`src/rtl/vga_pkg.sv`:
```
// Shared VGA constants and the timing bundle that is passed along the overlay chain.
package vga_pkg;

  localparam int HOR_ADDR  = 1280;
  localparam int VER_ADDR  = 1024;
  localparam int HOR_TOTAL = 1688;
  localparam int VER_TOTAL = 1066;

  localparam logic [11:0] KEY_COLOR = 12'hF0F;

  typedef struct packed {
    logic [10:0] vcount;
    logic [10:0] hcount;
    logic        vsync;
    logic        hsync;
    logic        vblnk;
    logic        hblnk;
  } vga_tim_t;

endpackage

```
`src/rtl/timing_delay.sv`:
```
// Registered delay line for the VGA timing bundle, used to keep sync and counters aligned
// with an overlay's pixel pipeline.
module timing_delay
  import vga_pkg::vga_tim_t;
#(
  parameter int DEPTH = 2
) (
  input  logic     pclk_in,
  input  logic     rst_in,
  input  vga_tim_t tim_in,
  output vga_tim_t tim_out
);

  vga_tim_t pipe [DEPTH];

  always_ff @(posedge pclk_in or negedge rst_in) begin
    if (!rst_in) begin
      for (int i = 0; i < DEPTH; i++) pipe[i] <= '0;
    end else begin
      pipe[0] <= tim_in;
      for (int i = 1; i < DEPTH; i++) pipe[i] <= pipe[i-1];
    end
  end

  assign tim_out = pipe[DEPTH-1];

endmodule

```
`src/rtl/draw_player.sv`:
```
// Player sprite overlay: latches a clamped position once per frame, addresses the sprite
// ROM in stage 1 and composes ROM data over the background in stage 2.
module draw_player
  import vga_pkg::vga_tim_t;
#(
  parameter int          SPRITE_W  = 32,
  parameter int          SPRITE_H  = 48,
  parameter int          ADDR_W    = 11,
  parameter logic [11:0] KEY_COLOR = vga_pkg::KEY_COLOR,
  parameter int          HOR_ADDR  = vga_pkg::HOR_ADDR,
  parameter int          VER_ADDR  = vga_pkg::VER_ADDR
) (
  input  logic              pclk_in,
  input  logic              rst_in,
  input  logic [10:0]       vcount_in,
  input  logic [10:0]       hcount_in,
  input  logic              vsync_in,
  input  logic              hsync_in,
  input  logic              vblnk_in,
  input  logic              hblnk_in,
  input  logic [11:0]       rgb_in,
  input  logic [10:0]       xpos_in,
  input  logic [10:0]       ypos_in,
  input  logic              mirror_in,
  input  logic [11:0]       rgb_pixel,
  output logic [ADDR_W-1:0] pixel_addr,
  output logic [10:0]       vcount_out,
  output logic [10:0]       hcount_out,
  output logic              vsync_out,
  output logic              hsync_out,
  output logic              vblnk_out,
  output logic              hblnk_out,
  output logic [11:0]       rgb_out
);

  localparam int          XW    = $clog2(SPRITE_W);
  localparam logic [10:0] X_MAX = 11'(HOR_ADDR - SPRITE_W);
  localparam logic [10:0] Y_MAX = 11'(VER_ADDR - SPRITE_H);

  logic        vblnk_prev;
  logic        frame_start;
  logic [10:0] x_lat;
  logic [10:0] y_lat;
  logic        mir_lat;

  logic [11:0]       h12, v12, x12, y12;
  logic [XW-1:0]     rel_x;
  logic [11:0]       rel_y;
  logic [XW-1:0]     ax;
  logic              in_win;
  logic [ADDR_W-1:0] addr_nxt;

  logic        in_win1;
  logic        blank1;
  logic [11:0] rgb1;

  vga_tim_t tim_in;
  vga_tim_t tim_out;

  assign frame_start = vblnk_in & ~vblnk_prev;

  // Position only moves on the vblank rising edge, so a frame never tears.
  always_ff @(posedge pclk_in or negedge rst_in) begin
    if (!rst_in) begin
      vblnk_prev <= 1'b0;
      x_lat      <= '0;
      y_lat      <= '0;
      mir_lat    <= 1'b0;
    end else begin
      vblnk_prev <= vblnk_in;
      if (frame_start) begin
        x_lat   <= (xpos_in > X_MAX) ? X_MAX : xpos_in;
        y_lat   <= (ypos_in > Y_MAX) ? Y_MAX : ypos_in;
        mir_lat <= mirror_in;
      end
    end
  end

  always_comb begin
    h12    = {1'b0, hcount_in};
    v12    = {1'b0, vcount_in};
    x12    = {1'b0, x_lat};
    y12    = {1'b0, y_lat};
    rel_x  = XW'(h12 - x12);
    rel_y  = v12 - y12;
    in_win = (h12 >= x12) && (h12 < x12 + 12'(SPRITE_W)) &&
             (v12 >= y12) && (v12 < y12 + 12'(SPRITE_H));
    ax       = mir_lat ? (XW'(SPRITE_W - 1) - rel_x) : rel_x;
    addr_nxt = ADDR_W'({rel_y, ax});
  end

  always_ff @(posedge pclk_in or negedge rst_in) begin
    if (!rst_in) begin
      pixel_addr <= '0;
      in_win1    <= 1'b0;
      blank1     <= 1'b0;
      rgb1       <= '0;
    end else begin
      if (in_win) pixel_addr <= addr_nxt;
      in_win1 <= in_win;
      blank1  <= vblnk_in | hblnk_in;
      rgb1    <= rgb_in;
    end
  end

  // ROM data arrives one cycle after the address, lining up with the stage-1 flags.
  always_ff @(posedge pclk_in or negedge rst_in) begin
    if (!rst_in) begin
      rgb_out <= '0;
    end else if (blank1) begin
      rgb_out <= 12'h000;
    end else if (in_win1 && (rgb_pixel != KEY_COLOR)) begin
      rgb_out <= rgb_pixel;
    end else begin
      rgb_out <= rgb1;
    end
  end

  always_comb begin
    tim_in        = '0;
    tim_in.vcount = vcount_in;
    tim_in.hcount = hcount_in;
    tim_in.vsync  = vsync_in;
    tim_in.hsync  = hsync_in;
    tim_in.vblnk  = vblnk_in;
    tim_in.hblnk  = hblnk_in;
  end

  timing_delay #(
    .DEPTH (2)
  ) u_timing_delay (
    .pclk_in (pclk_in),
    .rst_in  (rst_in),
    .tim_in  (tim_in),
    .tim_out (tim_out)
  );

  assign vcount_out = tim_out.vcount;
  assign hcount_out = tim_out.hcount;
  assign vsync_out  = tim_out.vsync;
  assign hsync_out  = tim_out.hsync;
  assign vblnk_out  = tim_out.vblnk;
  assign hblnk_out  = tim_out.hblnk;

endmodule

```
`config.mk`:
```
export PLATFORM = sky130hd
export DESIGN_NAME = draw_player
export DESIGN_NICKNAME = d
export VERILOG_FILES = /design/src/rtl/vga_pkg.sv /design/src/rtl/timing_delay.sv /design/src/rtl/draw_player.sv
export SDC_FILE = /design/constraint.sdc
export NUM_CORES = 1
export LEC_CHECK = 0
export CAP_MARGIN = 20
export CORE_MARGIN = 3
export CORE_UTILIZATION = 34
export CTS_BUF_LIST = sky130_fd_sc_hd__clkbuf_8
export DETAILED_ROUTE_END_ITERATION = 8
export GPL_TIMING_DRIVEN = 0
export PLACE_DENSITY = 0.65
export RECOVER_POWER = 100
export SYNTH_ARGS = -nofsm -noshare
export SYNTH_HDL_FRONTEND = slang
export SYNTH_SLANG_ARGS = --single-unit
```
`constraint.sdc`:
```
create_clock -name pclk_in -period 2.7 [get_ports pclk_in]
set_input_delay 0.81 -clock pclk_in [delete_from_list [all_inputs] [get_ports pclk_in]]
set_output_delay 0.81 -clock pclk_in [all_outputs]
set_load 0.02 [all_outputs]
```
Word level (Yosys, flattened, before mapping)
Cells that the tools add are included.
{"block": "totals", "ff_bits": 112, "in_bits": 75, "output_inout_bits": 49, "elab_cells": 44}
{"block": "classes", "addsub": 5, "order_cmp": 6, "eq_ne": 1, "muxes": 5, "n_bitwise": 3, "n_reduce_logical": 4}
{"op": "$add A11 B6 Y12 const B", "n": 2}
{"op": "$lt A11 B12 Y1", "n": 2}
{"op": "$mux W12", "n": 2}
{"op": "$ge A11 B11 Y1", "n": 2}
{"op": "$mux W11", "n": 2}
{"op": "$ne A12 B12 Y1 const B", "n": 1}
{"op": "$gt A11 B10 Y1 const B", "n": 1}
{"op": "$gt A11 B11 Y1 const B", "n": 1}
{"op": "$sub A6 B6 Y6", "n": 1}
{"op": "$mux W5", "n": 1}
{"op": "$sub A5 B5 Y5", "n": 1}
{"op": "$sub A5 B5 Y5 const A", "n": 1}
{"op": "$logic_and A1 B1 Y1", "n": 4}
{"op": "$and A1 B1 Y1", "n": 1}
{"op": "$not A1 Y1", "n": 1}
{"op": "$or A1 B1 Y1", "n": 1}

Longest topological paths before layout
{"block": "depth", "depth_word": 5, "depth_mapped": 12, "ltp_nobuf": 11}

Hierarchy
From an unflattened synthesis, not the netlist that was laid out.
{"block": "hier_totals", "cells_unflattened": 411, "hier_area_um2": 4971.0}
{"module": "draw_player", "instances": 1, "cells_per_inst": 333, "area_per_inst_um2": 3474.6}
{"module": "timing_delay", "instances": 1, "cells_per_inst": 78, "area_per_inst_um2": 1496.4}

Worst setup path before layout
OpenSTA, ideal clock, no wires.
{"block": "synth_path", "path_kind": "input port to flip-flop", "start": "in vcount_in[0]", "end": "reg pixel_addr[1]", "t_arrival_ps": 2654, "setup_slack_ps": -79, "stages": 10, "path_cell_list": "inv_1 ha_1 fa_1 and2b_1 o2111ai_1 a211oi_1 nor2_2 nand4_2 buf_6 mux2_4"}
{"block": "synth_via", "elab_chain_cells": 3, "elab_cells_between_ends": 4, "classes_between": "order compare (2); reduce/logical (2)"}
{"item": "start, declared", "line": "draw_player.sv:15", "rtl": "input logic [10:0] vcount_in,"}
{"item": "$ge A11 B11 Y1", "line": "draw_player.sv:87", "rtl": "(v12 >= y12) && (v12 < y12 + 12'(SPRITE_H));"}
{"item": "$logic_and A1 B1 Y1", "line": "draw_player.sv:86", "rtl": "in_win = (h12 >= x12) && (h12 < x12 + 12'(SPRITE_W)) &&"}
{"item": "$logic_and A1 B1 Y1 *", "line": "draw_player.sv:87"}
{"item": "end signal, assigned", "line": "draw_player.sv:99", "rtl": "if (in_win) pixel_addr <= addr_nxt;"}
{"item": "end, declared", "line": "draw_player.sv:26", "rtl": "output logic [ADDR_W-1:0] pixel_addr,"}
Every way passes the cells marked *; elsewhere a longest branch is shown, timed or not.
A chain may end at the register's enable or synchronous reset.

Final worst setup path
{"block": "layout_path", "start": "in vcount_in[7]", "end": "reg pixel_addr[0]"}
Same word-level chain as after synthesis.

==> flow_metrics.tcl <==
set metrics [dict create \
    p_comb_share_pct 29.9 \
    dr_total_vias 3439 \
    grt_pass1_vias 3672 \
    clock-sinks 112 \
    yosysTopAreaCell "dfrtp_1" \
    async_reset_ff_share_pct 100 \
    antenna_left 0 \
    synth.distinct_cells 45 \
    leakagePower_nw 3.12 \
    hold_viol_final 0 \
    switching_share_pct 31.6 \
    worstSkewPairLatency_ps 400 \
    cts_htree_levels 3 \
    met2_usage_pct 22.9 \
    syn_inst 407 \
    worst_slew_pin_slew_ps 1120 \
    post-route-period-util_pct 98.5 \
    grt_pass1_wl_mm 18.5 \
    endpoint_kind "register" \
    slew_violations 0 \
    synth_seq_area_share_pct 57.0 \
    ios 124 \
    cts_buffer_depth 2 \
    synth-main-ff-cell "dfrtp_1" \
    setup_viol 0 \
    die_height_um 126 \
    initialDrtViolationCount 134 \
    finalNonFillerCells 736 \
    yosysTopAreaCellShare_pct 57.0 \
    gr-max-usage-layer "met2" \
    antenna_found_initial 0 \
    io_buffers 123 \
    pwr-share-clk_pct 22.9 \
    path_buf_inv 2 \
    min_path_type "register to register" \
    nNetsFinal 665 \
    synth_edf_count 0 \
    synthTopCellsByArea "dfrtp_1 (57%), ha_1 (9.4%), buf_4 (3.5%)" \
    power_w 0.00414 \
    switchingPower_w 0.00131 \
    wire_per_inst_um 15.1 \
    slew_headroom_pct 25.1 \
    clkSlewWorstSetupHoldPaths_ps 110 \
    n_antenna_cell 0 \
    period_needed_ps 2660 \
    slowest_delay_ps 490 \
    placementRows 43 \
    cp-start-kind "input pin" \
    path_cells "clkdlybuf4s50_1, ha_1, a21o_1, a21oi_1, o21ai_0, a221o_1, nand4_4, clkbuf_4, mux2_2" \
    viasPerCell 4.67 \
    vdd_drop_max_uv 204 \
    drv_cap 0 \
    fp.coreArea_um2 14000 \
    crit_path_max_fanout 4 \
    die-area_um2 15900 \
    status "complete, no violations" \
    timing.hold.ws_ps 344 \
    start_util_pct 35.0 \
    crit_type "input pin to register" \
    drive_gt1_share_pct 14.6 \
    grt_use_met3_pct 4.63 \
    skew_ps 18.2 \
    synth_warnings 0 \
    fp.dieW_um 126 \
    required_ps 2990 \
    place_congestion 0.851 \
    drc 0 \
    max_freq_mhz 376 \
    first_pass_iters 4 \
    ys_seq_elements 112 \
    cts_tree "yes" \
    area_delta_synth_final_pct 36.2 \
    grt_max_degree 68 \
    dp_cells 711 \
    p_int_w 0.00283 \
    cts_buffers 9 \
    crit_slowest_cell "clkdlybuf4s50_1" \
    cts-hold-fix-buffers 0 \
    synth_nets 521 \
    final_area_um2 6700 \
    avgSynthCellArea_um2 12.1 \
    n_fill_cell 1262 \
    crit_arrival_ps 2950 \
    met1_usage_pct 19.9 \
    p_seq_share_pct 47.2 \
    placed_area_um2 6410 \
    grtUsageTotal_pct 14.6 \
    overflow 0 \
    synth_area_um2 4920 \
    wl_mm 11.1 \
    dp_hpwl_mm 8.37 \
    cellPowerDensity_nw_per_um2 618 \
    cpLargestDelayFamily "compound AO/OA/AOI/OAI gates" \
    r2r_slack_ps 130 \
    cts_root_buf "clkbuf_8" \
]
## path summary, 6_finish.rpt
path / start / to / cells after the start
max: vcount_in[7] / pixel_addr[0] / 9
min reg2reg: u_timing_delay.pipe[28] / u_timing_delay.tim_out[2] / 0
min in group asynchronous: rst_in / pixel_addr[4] / 1
max in group asynchronous: rst_in / y_lat[9] / 2
min: u_timing_delay.pipe[28] / u_timing_delay.tim_out[2] / 0
max reg2reg: x_lat[5] / pixel_addr[0] / 10
## layout by cell type (no fill, tap or decap), drive strengths merged, types with 2 or more instances in the layout
cell / Yosys / routed
xnor2: 17 / 17
or4: 2 / 2
nor3: 3 / 3
o21ai: 32 / 32
inv: 32 / 35
clkinv: 0 / 3
a21o: 7 / 7
dlygate4sd3: 0 / 73
a2bb2oi: 3 / 3
o2111ai: 3 / 3
nand3b: 3 / 3
nand2b: 2 / 2
nor2b: 2 / 2
nand3: 8 / 8
clkbuf: 5 / 19
ha: 37 / 37
nand2: 26 / 26
mux2: 9 / 9
dlygate4sd2: 0 / 2
a21oi: 24 / 24
clkdlybuf4s50: 0 / 43
nand4: 5 / 5
clkdlybuf4s25: 0 / 3
a22o: 2 / 2
nor2: 16 / 16
or2: 3 / 3
nand4b: 4 / 4
xor2: 4 / 4
mux2i: 11 / 11
dfrtp: 112 / 112
fa: 2 / 2
buf: 24 / 31
## routing by layer
metal / wire length, um / vias to the layer above
li1: - / 1654
met1: 5190 / 1669
met2: 5170 / 105
met3: 674 / 11
met4: 104 / 0
met5: 0 / -
## cells in the mapped netlist (2+ instances only)
cell type,count
inv_1,32
nor2_1,15
a21o_1,7
buf_4,23
ha_1,37
nand4b_1,4
or2_1,2
nand2_1,26
mux2_4,7
o21ai_0,30
a21oi_1,22
mux2i_1,11
or4_1,2
mux2_2,2
fa_1,2
a22o_1,2
nand4_2,2
nand2b_1,2
xnor2_1,17
xor2_1,4
dfrtp_1,112
clkbuf_1,5
nor2b_1,2
nor3_1,2
o2111ai_1,3
nand3b_1,3
a2bb2oi_1,3
a21oi_2,2
nand3_1,8
nand4_1,3
## timing repair
item                                   in CTS  in global routing
cloned                                      1                  0
setup buffers                               6                  2
endpoints found under the hold margin       0                  0
resized for setup                          15                 11
pin swaps                                   8                  5
setup endpoints to repair                  12                 10
## logic make-up (layout without fill, tap and decap cells)
group                    count (synthesis)  in the layout  share of synthesized area [%]
XOR/XNOR                                21             21                           3.74
adder cells (fa/ha/maj)                 39             39                           10.2
flip-flops                             112            112                           57.0
multiplexers                            20             20                           4.83
AO/OA/AOI/OAI                           77             77                           9.44
AND/OR/NAND/NOR                         77             77                           8.24
buffers and inverters                   61            210                           6.56
## layout make-up
type	instances	area [um^2]	area share, %
sequential	112	2800	41.8
multi-input combinational	234	1860	27.7
timing repair buffer	133	1310	19.6
tap	180	225	3.36
buffer	29	204	3.04
clock buffer	9	124	1.85
inverter	32	120	1.79
clock inverter	7	56.3	0.840
## stage by stage
step                utilization (%)  TNS [ps]  worst slack (ps)
floorplan                         -         0              4.09
global placement               45.5   -390850             -3420
detailed placement             45.6     -9200              -756
CTS                            47.8         0              6.21
global route                   47.7     -11.4             -5.75
finish                         47.7         0              39.8
## power by group through the flow
stage	registers, W	clock network (W)	logic, W
2_1_floorplan	0.00209	0	0.000592
3_3_place_gp	0.00199	0	0.00121
3_5_place_dp	0.00200	0	0.00124
4_1_cts	0.00196	0.000998	0.00130
5_1_grt	0.00198	0.00107	0.00135
6_report	0.00195	0.000950	0.00124
## state kept, by name (all words and copies together), names as in the netlist
name,flops
y_lat,11
blank1,1
pixel_addr,11
x_lat,11
u_timing_delay.pipe,26
u_timing_delay.tim_out,26
rgb_out,12
in_win1,1
rgb1,12
mir_lat,1
Note: power is estimated with default switching activity, not from simulation.
